$ cat src/rtl/alu_ctrl_pkg.sv
// Shared types and constants for the two-operand ALU sequencer: opcodes, FSM states,
// CCR bit positions, unit-enable positions and the shift-step counter width.
package alu_ctrl_pkg;

  typedef enum logic [2:0] {
    OP_MOV = 3'd0,
    OP_ADD = 3'd1,
    OP_SUB = 3'd2,
    OP_AND = 3'd3,
    OP_OR  = 3'd4,
    OP_SHL = 3'd5,
    OP_SHR = 3'd6,
    OP_ILL = 3'd7
  } opcode_e;

  typedef enum logic [1:0] {
    ST_IDLE,
    ST_EXEC,
    ST_SHIFT,
    ST_DONE
  } state_e;

  localparam int CCR_C = 2;
  localparam int CCR_N = 1;
  localparam int CCR_Z = 0;

  localparam int UNIT_EN_W = 7;
  localparam int EN_MOV    = 0;
  localparam int EN_ADD    = 1;
  localparam int EN_SUB    = 2;
  localparam int EN_AND    = 3;
  localparam int EN_OR     = 4;
  localparam int EN_SHL    = 5;
  localparam int EN_SHR    = 6;

  localparam int STEP_W    = 5;
  localparam int SHIFT_MAX = 16;

  function automatic logic [UNIT_EN_W-1:0] unit_onehot(input opcode_e op);
    logic [UNIT_EN_W-1:0] en;
    en = '0;
    case (op)
      OP_MOV:  en[EN_MOV] = 1'b1;
      OP_ADD:  en[EN_ADD] = 1'b1;
      OP_SUB:  en[EN_SUB] = 1'b1;
      OP_AND:  en[EN_AND] = 1'b1;
      OP_OR:   en[EN_OR]  = 1'b1;
      OP_SHL:  en[EN_SHL] = 1'b1;
      OP_SHR:  en[EN_SHR] = 1'b1;
      default: en = '0;
    endcase
    return en;
  endfunction

  function automatic logic is_shift(input opcode_e op);
    return (op == OP_SHL) || (op == OP_SHR);
  endfunction

endpackage

$ cat src/rtl/alu_shift_stepper.sv
// Iterative shift support: accumulator, step counter, amount clamp and last-step flag.
// Optional feature macro: ALU_CTRL_SHIFT_CLAMP_EN (saturate amount at 16 instead of using shamt[3:0]).
module alu_shift_stepper
  import alu_ctrl_pkg::*;
#(
  parameter int WIDTH = 16
) (
  input  logic             clk,
  input  logic             rst_n,
  input  logic             load,
  input  logic             step,
  input  logic [WIDTH-1:0] rs_val,
  input  logic [WIDTH-1:0] shamt,
  input  logic [WIDTH-1:0] unit_out,
  output logic [WIDTH-1:0] acc,
  output logic             amt_zero,
  output logic             last
);

  logic [STEP_W-1:0] amt;
  logic [STEP_W-1:0] count;

`ifdef ALU_CTRL_SHIFT_CLAMP_EN
  assign amt = (shamt >= WIDTH'(SHIFT_MAX)) ? STEP_W'(SHIFT_MAX) : shamt[STEP_W-1:0];
`else
  // Only shamt[3:0] matters here; the upper bits are deliberately dropped.
  logic unused_shamt_hi;
  assign unused_shamt_hi = ^shamt[WIDTH-1:STEP_W-1];
  assign amt = {1'b0, shamt[STEP_W-2:0]};
`endif

  assign amt_zero = (amt == '0);
  assign last     = (count == STEP_W'(1));

  // NOTE: state registers use non-blocking assignments so every flop samples pre-edge values.
  always_ff @(posedge clk) begin
    if (!rst_n) begin
      acc   <= '0;
      count <= '0;
    end else if (load) begin
      acc   <= rs_val;
      count <= amt;
    end else if (step) begin
      acc   <= unit_out;
      count <= count - STEP_W'(1);
    end
  end

endmodule

$ cat src/rtl/two_op_alu_ctrl.sv
// Sequencer for the two-operand ALU units; owns the condition-code register.
// Optional feature macro: ALU_CTRL_SHIFT_CLAMP_EN (handled inside alu_shift_stepper).
module two_op_alu_ctrl
  import alu_ctrl_pkg::*;
#(
  parameter int WIDTH  = 16,
  parameter int FLAG_W = 3
) (
  input  logic                 clk,
  input  logic                 rst_n,
  input  logic                 in_valid,
  output logic                 in_ready,
  input  logic [2:0]           opcode,
  input  logic [WIDTH-1:0]     rs_val,
  input  logic [WIDTH-1:0]     rd_val,
  input  logic [WIDTH-1:0]     shamt,
  output logic [UNIT_EN_W-1:0] unit_en,
  output logic [WIDTH-1:0]     unit_rs,
  output logic [WIDTH-1:0]     unit_rd,
  output logic [WIDTH-1:0]     unit_shamt,
  output logic [FLAG_W-1:0]    unit_prev_flags,
  input  logic [WIDTH-1:0]     unit_out,
  input  logic [FLAG_W-1:0]    unit_ccr,
  output logic                 out_valid,
  input  logic                 out_ready,
  output logic [WIDTH-1:0]     result,
  output logic [FLAG_W-1:0]    ccr,
  output logic                 err
);

  state_e           state_q, state_d;
  opcode_e          op_q, op_in;
  logic [WIDTH-1:0] rs_q, rd_q, result_q, acc;
  logic [FLAG_W-1:0] ccr_q;
  logic             err_q;
  logic             accept, amt_zero, last_step;

  assign op_in  = opcode_e'(opcode);
  assign accept = (state_q == ST_IDLE) && in_valid;

  alu_shift_stepper #(.WIDTH(WIDTH)) u_stepper (
    .clk      (clk),
    .rst_n    (rst_n),
    .load     (accept),
    .step     (state_q == ST_SHIFT),
    .rs_val   (rs_val),
    .shamt    (shamt),
    .unit_out (unit_out),
    .acc      (acc),
    .amt_zero (amt_zero),
    .last     (last_step)
  );

  // NOTE: every output of this block gets a default first, so no path can infer a latch.
  always_comb begin
    state_d    = state_q;
    in_ready   = 1'b0;
    out_valid  = 1'b0;
    unit_en    = '0;
    unit_rs    = '0;
    unit_rd    = '0;
    unit_shamt = '0;
    case (state_q)
      ST_IDLE: begin
        in_ready = 1'b1;
        if (in_valid) begin
          if (op_in == OP_ILL)                   state_d = ST_DONE;
          else if (is_shift(op_in) && !amt_zero) state_d = ST_SHIFT;
          else                                   state_d = ST_EXEC;
        end
      end
      ST_EXEC: begin
        unit_en = unit_onehot(op_q);
        unit_rs = rs_q;
        unit_rd = rd_q;
        state_d = ST_DONE;
      end
      ST_SHIFT: begin
        unit_en    = unit_onehot(op_q);
        unit_rs    = acc;
        unit_rd    = rd_q;
        unit_shamt = WIDTH'(1);
        if (last_step) state_d = ST_DONE;
      end
      ST_DONE: begin
        out_valid = 1'b1;
        if (out_ready) state_d = ST_IDLE;
      end
      default: state_d = ST_IDLE;
    endcase
  end

  always_ff @(posedge clk) begin
    if (!rst_n) begin
      state_q  <= ST_IDLE;
      op_q     <= OP_MOV;
      rs_q     <= '0;
      rd_q     <= '0;
      result_q <= '0;
      ccr_q    <= '0;
      err_q    <= 1'b0;
    end else begin
      state_q <= state_d;
      case (state_q)
        ST_IDLE: if (in_valid) begin
          op_q  <= op_in;
          rs_q  <= rs_val;
          rd_q  <= rd_val;
          err_q <= (op_in == OP_ILL);
          // Illegal opcodes bypass the units and pass rd through untouched.
          if (op_in == OP_ILL) result_q <= rd_val;
        end
        ST_EXEC: begin
          result_q <= unit_out;
          ccr_q    <= unit_ccr;
        end
        ST_SHIFT: if (last_step) begin
          result_q <= unit_out;
          ccr_q    <= unit_ccr;
        end
        default: ;
      endcase
    end
  end

  assign unit_prev_flags = ccr_q;
  assign result          = result_q;
  assign ccr             = ccr_q;
  assign err             = err_q;

endmodule

$ cat config.mk
export PLATFORM = sky130hd
export DESIGN_NAME = two_op_alu_ctrl
export DESIGN_NICKNAME = d
export VERILOG_FILES = /design/src/rtl/alu_ctrl_pkg.sv /design/src/rtl/alu_shift_stepper.sv /design/src/rtl/two_op_alu_ctrl.sv
export SDC_FILE = /design/constraint.sdc
export NUM_CORES = 1
export LEC_CHECK = 0
export CORE_MARGIN = 5
export CORE_UTILIZATION = 47
export DETAILED_ROUTE_END_ITERATION = 10
export GPL_TIMING_DRIVEN = 0
export PLACE_DENSITY = 0.86
export REMOVE_ABC_BUFFERS = 1
export SLEW_MARGIN = 10
export SYNTH_ARGS = -nofsm -noshare
export SYNTH_HDL_FRONTEND = slang
export SYNTH_SLANG_ARGS = --single-unit
$ cat constraint.sdc
create_clock -name clk -period 6.15 [get_ports clk]
set_clock_uncertainty 0.1 [all_clocks]
set_input_delay 1.23 -clock clk [delete_from_list [all_inputs] [get_ports clk]]
set_output_delay 1.23 -clock clk [all_outputs]
set_load 0.01 [all_outputs]
* Word-level counts from Yosys, hierarchy flattened *
Cells that the tools add are included.

storage, ports and cells
  register bits = 78

operators by class
  add/subtract/negate cells = 1
  eq/ne operators = 17
  mux-type cells = 29
  bitwise gates (word level) = 1
  reductions and logical operators = 16

operators with widths
  kind                                                  number
  2-to-1 mux 16 bit                                     6
  case mux 16 bit (3 select lines)                      1
  case mux 16 bit (2 select lines)                      1
  equality test 3 bit (second input constant)           6
  2-to-1 mux 1 bit                                      10
  2-to-1 mux 2 bit                                      5
  2-to-1 mux 4 bit                                      2
  case mux 2 bit (4 select lines)                       1
  2-to-1 mux 7 bit                                      1
  equality test 3 x 2 -> 1 bit (second input constant)  2
  inequality test 2 bit (second input constant)         3
  case mux 3 bit (2 select lines)                       1
  equality test 5 x 1 -> 1 bit (second input constant)  1
  zero test 5 bit                                       1
  subtractor 5 x 1 -> 5 bit (second input constant)     1
  equality test 2 bit (second input constant)           2
  AND reduction 2 bit                                   2
  AND reduction 4 bit                                   1
  nonzero test 2 bit                                    2
  OR reduction 2 bit                                    2
  equality test 3 x 1 -> 1 bit (second input constant)  1
  zero test 3 bit                                       1
  2-to-1 mux 3 bit                                      1
  AND reduction 3 bit                                   1
  other kinds (8)                                       9

* Longest topological paths before layout *
Gate-level depths: netlist of the first run.

  word-level depth = 7
  depth in mapped cells = 8
  gate-level depth less buffers = 6

* By module *
A second synthesis of the first run with hierarchy kept.

unflattened totals
  cells, all modules = 487
  area total of the unflattened synthesis = 4032.6 µm²

modules (own cells, without submodules)
  module             instances  cells each  area each (µm²)
  two_op_alu_ctrl    1          369         2987.9
  alu_shift_stepper  1          118         1044.8

* Worst setup path before layout of the first run *
No wires, ideal clock.

  path type = register -> output
  start = reg state_q[0]
  end = out unit_en[4]
  data arrival time = 1.694 ns
  required time = 4.820 ns
  setup slack = 3.126 ns
  stages on the path, launching flop included = 7
  path buffers = 2
  cells stage by stage = dfxtp_1 -> inv_1 -> ha_1 -> clkbuf_1 -> clkbuf_1 -> nand2_1 -> nor3_1

on the way
  word-level cells in the longest chain between the ends = 3

ends and longest elaborated chain
  item                                                                        RTL line                text
  from (decl)                                                                 two_op_alu_ctrl.sv:31   state_e state_q, state_d;
  from (signal assigned)                                                      two_op_alu_ctrl.sv:103  state_q <= state_d;
  equality test 2 x 1 -> 1 bit / equality test 2 bit (equally long branches)  two_op_alu_ctrl.sv:63   case (state_q)
  OR reduction 2 bit (no line) (*)                                            --
  2-to-1 mux 7 bit (*)                                                        --
  to (decl)                                                                   two_op_alu_ctrl.sv:17   output logic [UNIT_EN_W-1:0] unit_en,

Mark *: on every way between the ends. The rest lies on a longest branch, timed or not.

* Final worst setup path of the first run *
  start = reg state_q[0]
  end = out unit_rs[10]

on the way
  word-level cells in the longest chain between the ends = 2

ends and longest elaborated chain
  item                                                                        RTL line               text
  equality test 2 bit / equality test 2 x 1 -> 1 bit (equally long branches)  two_op_alu_ctrl.sv:63
  case mux 16 bit (2 select lines) (*)                                        two_op_alu_ctrl.sv:63
  to (decl)                                                                   two_op_alu_ctrl.sv:18  output logic [WIDTH-1:0] unit_rs,

Marked as above.

==> results of run 1 <==
cell usage after synthesis, types with 2 or more instances:
library cell	count	area, sq um
a211oi_1	4	30.03
a211oi_2	14	175.2
a21oi_1	54	270.3
a22oi_1	16	120.1
and2_1	17	106.4
buf_1	6	22.52
buf_2	2	10.01
buf_4	20	150.1
buf_6	2	22.52
clkbuf_1	23	86.33
dfxtp_1	78	1562
ha_1	7	87.58
inv_1	7	26.28
mux2_2	16	180.2
mux2i_1	19	190.2
nand2_1	93	349.1
nand2b_1	3	18.77
nand4_1	3	18.77
nor2_1	26	97.59
nor2b_1	17	106.4
nor3_1	4	20.02
o2111ai_1	2	17.52
o21ai_0	2	10.01
xnor2_1	3	26.28
xor2_1	2	17.52
logic make-up (layout without fill, tap and decap cells):
logic type | Yosys count | count (layout) | synth area share (%)
XOR/XNOR | 5 | 5 | 1.143
other | 1 | 15 | 0.09788
adder cells (fa/ha/maj) | 7 | 7 | 2.286
flip-flops | 78 | 78 | 40.76
multiplexers | 35 | 35 | 9.667
AO/OA/AOI/OAI | 99 | 99 | 18.26
buffers and inverters | 60 | 154 | 8.295
AND/OR/NAND/NOR | 166 | 166 | 19.50
final timing paths:
path,endpoint,depth (start not counted)
setup / recovery,unit_rs[10],5
setup reg to reg,ccr[1],6
hold reg to reg,rd_q[3],2
hold / removal,rd_q[3],2
critical path: cells and delay by family, from the launching register on:
kind,cells,cell delay (ps)
buf+inv,3,910
fa+ha+maj,1,700
flops,1,410
simple gates,1,180
sequential cells by signal (all words and copies together) (netlist names):
register	flops
rs_q	16
u_stepper.acc	16
op_q	3
result	16
ccr	3
err	1
state_q	2
u_stepper.count	5
rd_q	16
stage by stage:
step / instances / instance area [sq um]
finish: 664 / 5310
global route: 664 / 5310
CTS: 664 / 5310
detailed placement: 648 / 5101
global placement: 643 / 4985
floorplan: 412 / 3592
area by class of cell:
cell class                      instances  area (sq um)  share of cell area (%)
Tap cell                              105         131.4                   2.474
Multi-Input combinational cell        327          2013                   37.91
Sequential cell                        78          1562                   29.41
Clock inverter                          4         53.80                   1.013
Inverter                                7         28.78                  0.5419
Timing Repair Buffer                  131          1366                   25.73
Clock buffer                           12         155.1                   2.922
metal layers:
metal,track usage (%),vias up,share of wire (%)
met4,7.254,0,1.7
li1,-,1699,-
met5,0,-,0
met1,22.54,1582,41
met2,34.76,101,51
met3,5.073,15,6.0
power by group:
part           switching (uW)  internal, uW  total [uW]
Combinational             675           641        1320
Sequential               79.9           642         722
Clock                     186           212         398
Total                     941          1490        2440
==> key figures, run 1 <==
Final layout
  – Fill cells: a little under 700
  – Net count reported at finish: approximately 640
  – Syn-to-layout area delta: 38.60%
  – Most frequent cells in the layout: clkdlybuf4s50_1, nand2_1, dfxtp_1, a21oi_1, nor2_1
  – Final core utilization: ~66%
  – Most common cell after layout, fill and taps aside: clkdlybuf4s50_1
  – Share of cells above drive strength 1: roughly a tenth
  – N_diodes: 0

Clock tree
  – Post-CTS resize count: 0
  – CTS tree: built
  – Clock-pin slew on the worst setup and hold paths: about 80 ps
  – Root buf cell: clkbuf_8
  – Hold-fix buffers, CTS: 0
  – Clock sinks: 78
  – Clock tree buffer depth: 2
  – Clock latency on the worst-skew pair: ~330 ps
  – H-tree levels: 3
  – Post-CTS setup buffers: 0
  – TritonCTS buffer count: 9

Routing
  – Starting DRC count in detailed routing: approximately 120
  – Routed len/inst: 14.96 um
  – DR pass1 iterations: 4
  – Routed Antenna Nets: 0
  – Via Count: roughly 3,400
  – DR DRC count: 0
  – DR vias/cell: roughly 5.1
  – Post-Route WL: roughly 9900 um

Die
  – Site Rows: 33
  – Ports: ~150
  – Core Area: around 8100 sq um
  – Die area: 10,060 sq um
  – Die X: between 100 and 150 um
  – Initial Utilization: roughly 47%
  – Die Y: around 100 um

Yosys
  – Register area share after synthesis: 40.76%
  – Avg Inst Size Synth: 8.495 sq um
  – Post-synth top flop: dfxtp_1
  – Post-synth EDFFs: 0
  – Async SR Flop Fraction: 0%
  – Syn Std Cell Area: between 3000 and 4000 sq um
  – Cells after Synth: around 450
  – Yosys warns: 0
  – Flops & latches, synth: 78
  – Yosys cell types: 36

Timing
  – Fin crit share: a little over three fifths
  – Setup TNS: 0 ps
  – Final hold slack: approximately 350 ps
  – Slew margin rel.: 44.37%
  – Final setup vio count: 0
  – Worst slew pin tran: 834.5 ps
  – FMAX: about 0.26 GHz
  – Final Slew Violations: 0
  – Period minus WS final: 3891 ps
  – Final setup margin: between 2000 and 2500 ps
  – Final Hold Vio Count: 0
  – RSZ-0062 raised after global routing: false

Critical path
  – Crit path from: state_q[0]
  – Worst Setup Path Type: flop to output pin
  – WP data required: between 4000 and 5000 ps
  – Crit-path cells: inv_1 > ha_2 > buf_16 > nor2b_1 > clkdlybuf4s50_1
  – Worst Setup Start Kind: flop
  – Crit-path slowest cell: ha_2
  – Max Fanout on Critical Path: 28
  – Reg2reg setup slack: ~4000 ps
  – Arrival time at the worst endpoint: ~2600 ps
  – Crit end category: output pin
  – Crit-path max cell delay: ~700 ps
  – Worst R2R Start: state_q[0]

Global route
  – First-pass GRT wire length: approximately 16,000 um
  – Gr ovfl total: 0
  – Number of global-route vias before repair: approximately 3,400
  – Number of antenna violations at the first check in global routing: 0
  – GR Util All Layers: 19.59%
  – Pin count of the biggest net entering global routing: 77

Pwr
  – Worst VDD drop: roughly 0.23 mV
  – Cell Pwr Density: 458.8 nW/um^2
  – Total power: between 2000 and 2500 uW
  – Static leakage: a little under 0.002 uW

Min path
  – HP Start: rd_q[3]
  – Worst min path class: flop to flop

Placed design
  – DP HPWL: ~7100 um
  – Routability cong.: a little under 0.8
  – Port Buf Inserts: ~130
  – Pre-CTS WS: about 2600 ps

Run
  – MaxCap Viol Count: 0

Outcome
  – Outcome: completed
No activity file was read; power rests on OpenSTA's default activity.
==> run 2: changes to the inputs <==
CORE_UTILIZATION = 44   (was 47)
PLACE_DENSITY = 0.81   (was 0.86)
clock period = 4 ns   (was 6.15 ns; I/O delays follow)
==> run 2 against run 1 <==
Compared with the run above:
- global-route usage down 0.84 points
- largest cell class unchanged
- utilization down 3.6 points
- critical path depth up 1
==> key figures, run 2 (same netlist as run 1, synthesis figures left out) <==
Pwr
  – Seq pwr share: slightly below 30%
  – Combinational fraction of design power: around 54%
  – Switch share: a little under two fifths
  – Int Pwr: 2337 uW
  – Clock power share: between 15 and 20%
  – Switch Pwr: approximately 1400 uW
  – Worst VDD drop: 0.3765 mV
  – Static leakage: 0.001949 uW
  – Cell Pwr Density: 709.2 nW/um^2

Clock tree
  – H-tree levels: 3
  – Post-CTS resize count: 0
  – Root buf cell: clkbuf_8
  – Post-CTS setup buffers: 0
  – Clock tree buffer depth: 2
  – CTS tree: built
  – Clock sinks: ~80
  – Clock latency on the worst-skew pair: between 300 and 400 ps
  – Clock-pin slew on the worst setup and hold paths: around 80 ps
  – Hold-fix buffers, CTS: 0
  – TritonCTS buffer count: 9

Critical path
  – Reg-to-reg critical path endpoint: result[2]
  – Max Fanout on Critical Path: 28
  – Worst Setup Path Type: flop to output pin
  – R2r worst-path depth: 7
  – Crit-path slowest cell: ha_2
  – Arrival time at the worst endpoint: 2720 ps
  – Worst R2R Start: state_q[0]
  – Crit end category: output pin
  – Worst Setup Start Kind: flop
  – WP data required: roughly 3100 ps
  – Crit-path cells: inv_1 > ha_2 > buf_16 > nand2b_1 > nor3_1 > clkdlybuf4s50_1
  – Reg2reg setup slack: approximately 1400 ps
  – Crit-path max cell delay: around 700 ps

Timing
  – Setup TNS: 0 ps
  – Slew margin rel.: between 30% and 40%
  – Fin crit share: a little over 90%
  – RSZ-0062 raised after global routing: false
  – Final hold slack: 351.5 ps
  – Final Hold Vio Count: 0
  – Final setup vio count: 0
  – Final Slew Violations: 0
  – FMAX: about 0.28 GHz
  – Period minus WS final: between 3000 and 4000 ps
  – Worst slew pin tran: around 1000 ps

Die
  – Die Y: between 100 and 150 um
  – Site Rows: 34
  – Die X: 103.3 um
  – Core Area: 8593 sq um
  – Ports: roughly 150
  – Initial Utilization: 44.58%
  – Die area: between 10,000 and 15,000 sq um

Global route
  – Number of antenna violations at the first check in global routing: 0
  – Gr ovfl total: 0
  – Number of global-route vias before repair: about 3,400
  – GR Util All Layers: roughly a fifth
  – First-pass GRT wire length: 16,030 um
  – Pin count of the biggest net entering global routing: 77

Final layout
  – Final Instance Area: 5325 sq um
  – Most common cell after layout, fill and taps aside: clkdlybuf4s50_1
  – Final core utilization: between 60% and 70%
  – Share of cells above drive strength 1: between 10 and 15%
  – N_diodes: 0
  – Most frequent cells in the layout: clkdlybuf4s50_1, nand2_1, dfxtp_1, a21oi_1, nor2_1
  – Fin cells: approximately 670
  – Syn-to-layout area delta: 38.99%
  – Net count reported at finish: 634

Placed design
  – Post-placement cell area: a little over 5000 sq um
  – Placed Cells: 650
  – Routability cong.: slightly above 0.7
  – Port Buf Inserts: about 130
  – DP HPWL: around 7100 um

Routing
  – Starting DRC count in detailed routing: 74
  – Via Count: between 3,000 and 4,000
  – Routed len/inst: between 10 and 15 um
  – DR DRC count: 0
  – Routed Antenna Nets: 0
  – DR pass1 iterations: 4
  – DR vias/cell: around 5
  – Post-Route WL: ~9900 um

Min path
  – Worst min path class: flop to flop
  – Hold Path Sink: rd_q[11]
  – HP Start: rd_q[11]
  – Hold depth: 2

Run
  – MaxCap Viol Count: 0

Outcome
  – Outcome: completed
-- run 2: cell types whose count changed in the layout (fill, tap and decap cells not counted) --
cell,change
buf_16,+2
buf_8,-2
clkbuf_8,-2
buf_12,-1
bufinv_16,+1
clkbuf_1,+1
clkinv_4,+1
inv_6,-1
-- run 2: power by group through the flow --
stage | Combinational, uW | Clock [uW] | Sequential (uW)
2_1_floorplan | 1170 | 0 | 1150
3_3_place_gp | 1860 | 0 | 1110
3_5_place_dp | 2050 | 0 | 1130
4_1_cts | 2060 | 655 | 1110
5_1_grt | 2220 | 694 | 1140
6_report | 2030 | 636 | 1110
-- run 2: layout make-up --
class                           instances  area [sq um]
Fill cell                             743          3268
Multi-Input combinational cell        327          2013
Sequential cell                        78          1562
Timing Repair Buffer                  130          1371
Tap cell                              108         135.1
Clock buffer                           11         131.4
Clock inverter                          5         83.83
Inverter                                7         28.78
-- run 2: worst max path at each step --
stage,to,slack (ps),from
finish,unit_en[0],380,state_q[1]
global route,unit_en[0],220,state_q[1]
CTS,unit_en[0],360,state_q[1]
detailed placement,unit_en[0],730,state_q[1]
global placement,unit_en[0],20,state_q[1]
floorplan,unit_en[0],1060,state_q[0]
-- run 2: layer usage --
layer | global-route usage (%) | part of all wire [%] | vias up
met5 | 0 | 0 | -
met4 | 4.283 | 0.76 | 0
met3 | 6.170 | 7.4 | 7
met2 | 33.15 | 50 | 102
met1 | 22.07 | 42 | 1612
li1 | - | - | 1697
-- run 2: metrics by stage --
step | power [uW] | setup WS, ps
3_5_place_dp | 3178 | 732.0
5_1_grt | 4046 | 221.9
2_1_floorplan | 2322 | 1056
4_1_cts | 3821 | 361.5
3_3_place_gp | 2973 | 20.07
6_report | 3777 | 379.5
-- run 2: worst max-delay path, delay by kind of cell, from the launching register on --
| kind | cells | cell delay [ps] |
|---|---|---|
| adder cells (fa/ha/maj) | 1 | 720 |
| buffers and inverters | 3 | 910 |
| AND/OR/NAND/NOR | 2 | 310 |
| flip-flops | 1 | 430 |
==> run 3: changes to the inputs <==
CORE_UTILIZATION = 40   (was 44)
CTS_CLUSTER_SIZE = 12   (was unset)
PLACE_DENSITY = 0.75   (was 0.81)
==> run 3 against run 2 <==
Compared with the run above:
- via count grew 0.76%
- sequential share of layout area shrank 0.23 points
- critical path depth shrank 1
- combinational power is essentially flat
- sequential cell count is the same
- first-iteration DRC count grew 51%
- register-to-register slack gained 330 ps
- largest cell class unchanged
==> key figures, run 3 (same netlist as run 1, synthesis figures left out) <==
Outcome
  – Outcome: completed

Pwr
  – Cell Pwr Density: ~700 nW/um^2
  – Worst VDD drop: slightly below 0.3 mV
  – Static leakage: about 0.002 uW

Clock tree
  – Clock-pin slew on the worst setup and hold paths: ~90 ps
  – Clock tree buffer depth: 2
  – TritonCTS buffer count: 9
  – Clock latency on the worst-skew pair: 340 ps
  – CTS tree: built
  – Clock sinks: 78
  – H-tree levels: 3
  – Root buf cell: clkbuf_8
  – Hold-fix buffers, CTS: 0
  – Post-CTS setup buffers: 0
  – Post-CTS resize count: 0

Routing
  – Routed Antenna Nets: 0
  – Via Count: 3,444
  – DR DRC count: 0
  – DR pass1 iterations: 4
  – Post-Route WL: 10,230 um
  – Starting DRC count in detailed routing: approximately 110
  – DR vias/cell: 4.991
  – Routed len/inst: approximately 15 um

Die
  – Initial Utilization: roughly two fifths
  – Die Y: 107.9 um
  – Site Rows: 35
  – Die X: ~110 um
  – Die area: 11,630 sq um
  – Core Area: 9284 sq um
  – Ports: approximately 150

Final layout
  – Share of cells above drive strength 1: between 10 and 15%
  – Most common cell after layout, fill and taps aside: clkdlybuf4s50_1
  – Net count reported at finish: between 600 and 700
  – Final core utilization: between 50% and 60%
  – Syn-to-layout area delta: 40.10%
  – Most frequent cells in the layout: clkdlybuf4s50_1, nand2_1, dfxtp_1, a21oi_1, nor2_1
  – Fin cells: 690
  – N_diodes: 0

Global route
  – Number of global-route vias before repair: 3,353
  – Gr ovfl total: 0
  – Number of antenna violations at the first check in global routing: 0
  – First-pass GRT wire length: roughly 16,000 um
  – GR Util All Layers: roughly 17%
  – Pin count of the biggest net entering global routing: 73

Timing
  – FMAX: roughly 0.3 GHz
  – RSZ-0062 raised after global routing: false
  – Fin crit share: 85.64%
  – Final Hold Vio Count: 0
  – Setup TNS: 0 ps
  – Final setup margin: ~570 ps
  – Final Slew Violations: 0
  – Worst slew pin tran: 870.4 ps
  – Final setup vio count: 0
  – Slew margin rel.: about two fifths
  – Period minus WS final: roughly 3400 ps

Critical path
  – Worst Setup Path Type: flop to output pin
  – WP data required: roughly 3100 ps
  – Crit end category: output pin
  – Max Fanout on Critical Path: 31
  – Worst Setup Start Kind: flop
  – Arrival time at the worst endpoint: 2530 ps

Placed design
  – Port Buf Inserts: ~130
  – Placed Cells: ~670
  – Pre-CTS WS: between 900 and 1000 ps
  – Routability cong.: 0.7615
  – DP HPWL: roughly 7300 um

Min path
  – Worst min path class: flop to flop

Run
  – MaxCap Viol Count: 0
run 3: metal layers:
layer	vias to the layer above	wire (um)	GRT usage (%)
met5	-	0	0
met4	0	115	4.599
met3	10	716	5.459
met2	109	4967	30.15
met1	1623	4430	20.14
li1	1702	-	-
run 3: cell type report:
cell class                      instances  area (sq um)
Inverter                                7         28.78
Clock buffer                            9         123.9
Clock inverter                          7         65.06
Sequential cell                        78          1562
Multi-Input combinational cell        327          2013
Fill cell                             845          3916
Timing Repair Buffer                  133          1414
Tap cell                              129         161.4
run 3: final timing paths:
| kind | startpoint | endpoint | slack, ps | depth (start not counted) |
|---|---|---|---|---|
| hold / removal | rd_q[0] | rd_q[0] | 350 | 2 |
| hold reg to reg | rd_q[0] | rd_q[0] | 350 | 2 |
| setup reg to reg | state_q[0] | result[1] | 1680 | 7 |
| setup / recovery | state_q[1] | unit_rs[12] | 570 | 5 |
run 3: where the power goes:
group | internal [uW] | leakage [uW] | switching (uW)
clock | 284 | 0.0000948 | 290
sequential | 987 | 0.000642 | 121
combinational | 996 | 0.00123 | 1060
total | 2270 | 0.00196 | 1470
run 3: metrics by stage:
step / instance area (sq um) / total power [uW] / hold slack [ps]
5_1_grt: 5368 / 3982 / 372.4
3_3_place_gp: 5015 / 2998 / 337.9
2_1_floorplan: 3592 / 2322 / 331.7
3_5_place_dp: 5179 / 3188 / 342.6
6_report: 5368 / 3735 / 352.3
4_1_cts: 5368 / 3770 / 355.0
run 3: worst max-delay path, cell delays in order (launching register included):
cell	delay, ps
dfxtp_1	420
inv_1	90
ha_2	660
buf_12	260
nor2b_1	180
clkdlybuf4s50_1	550
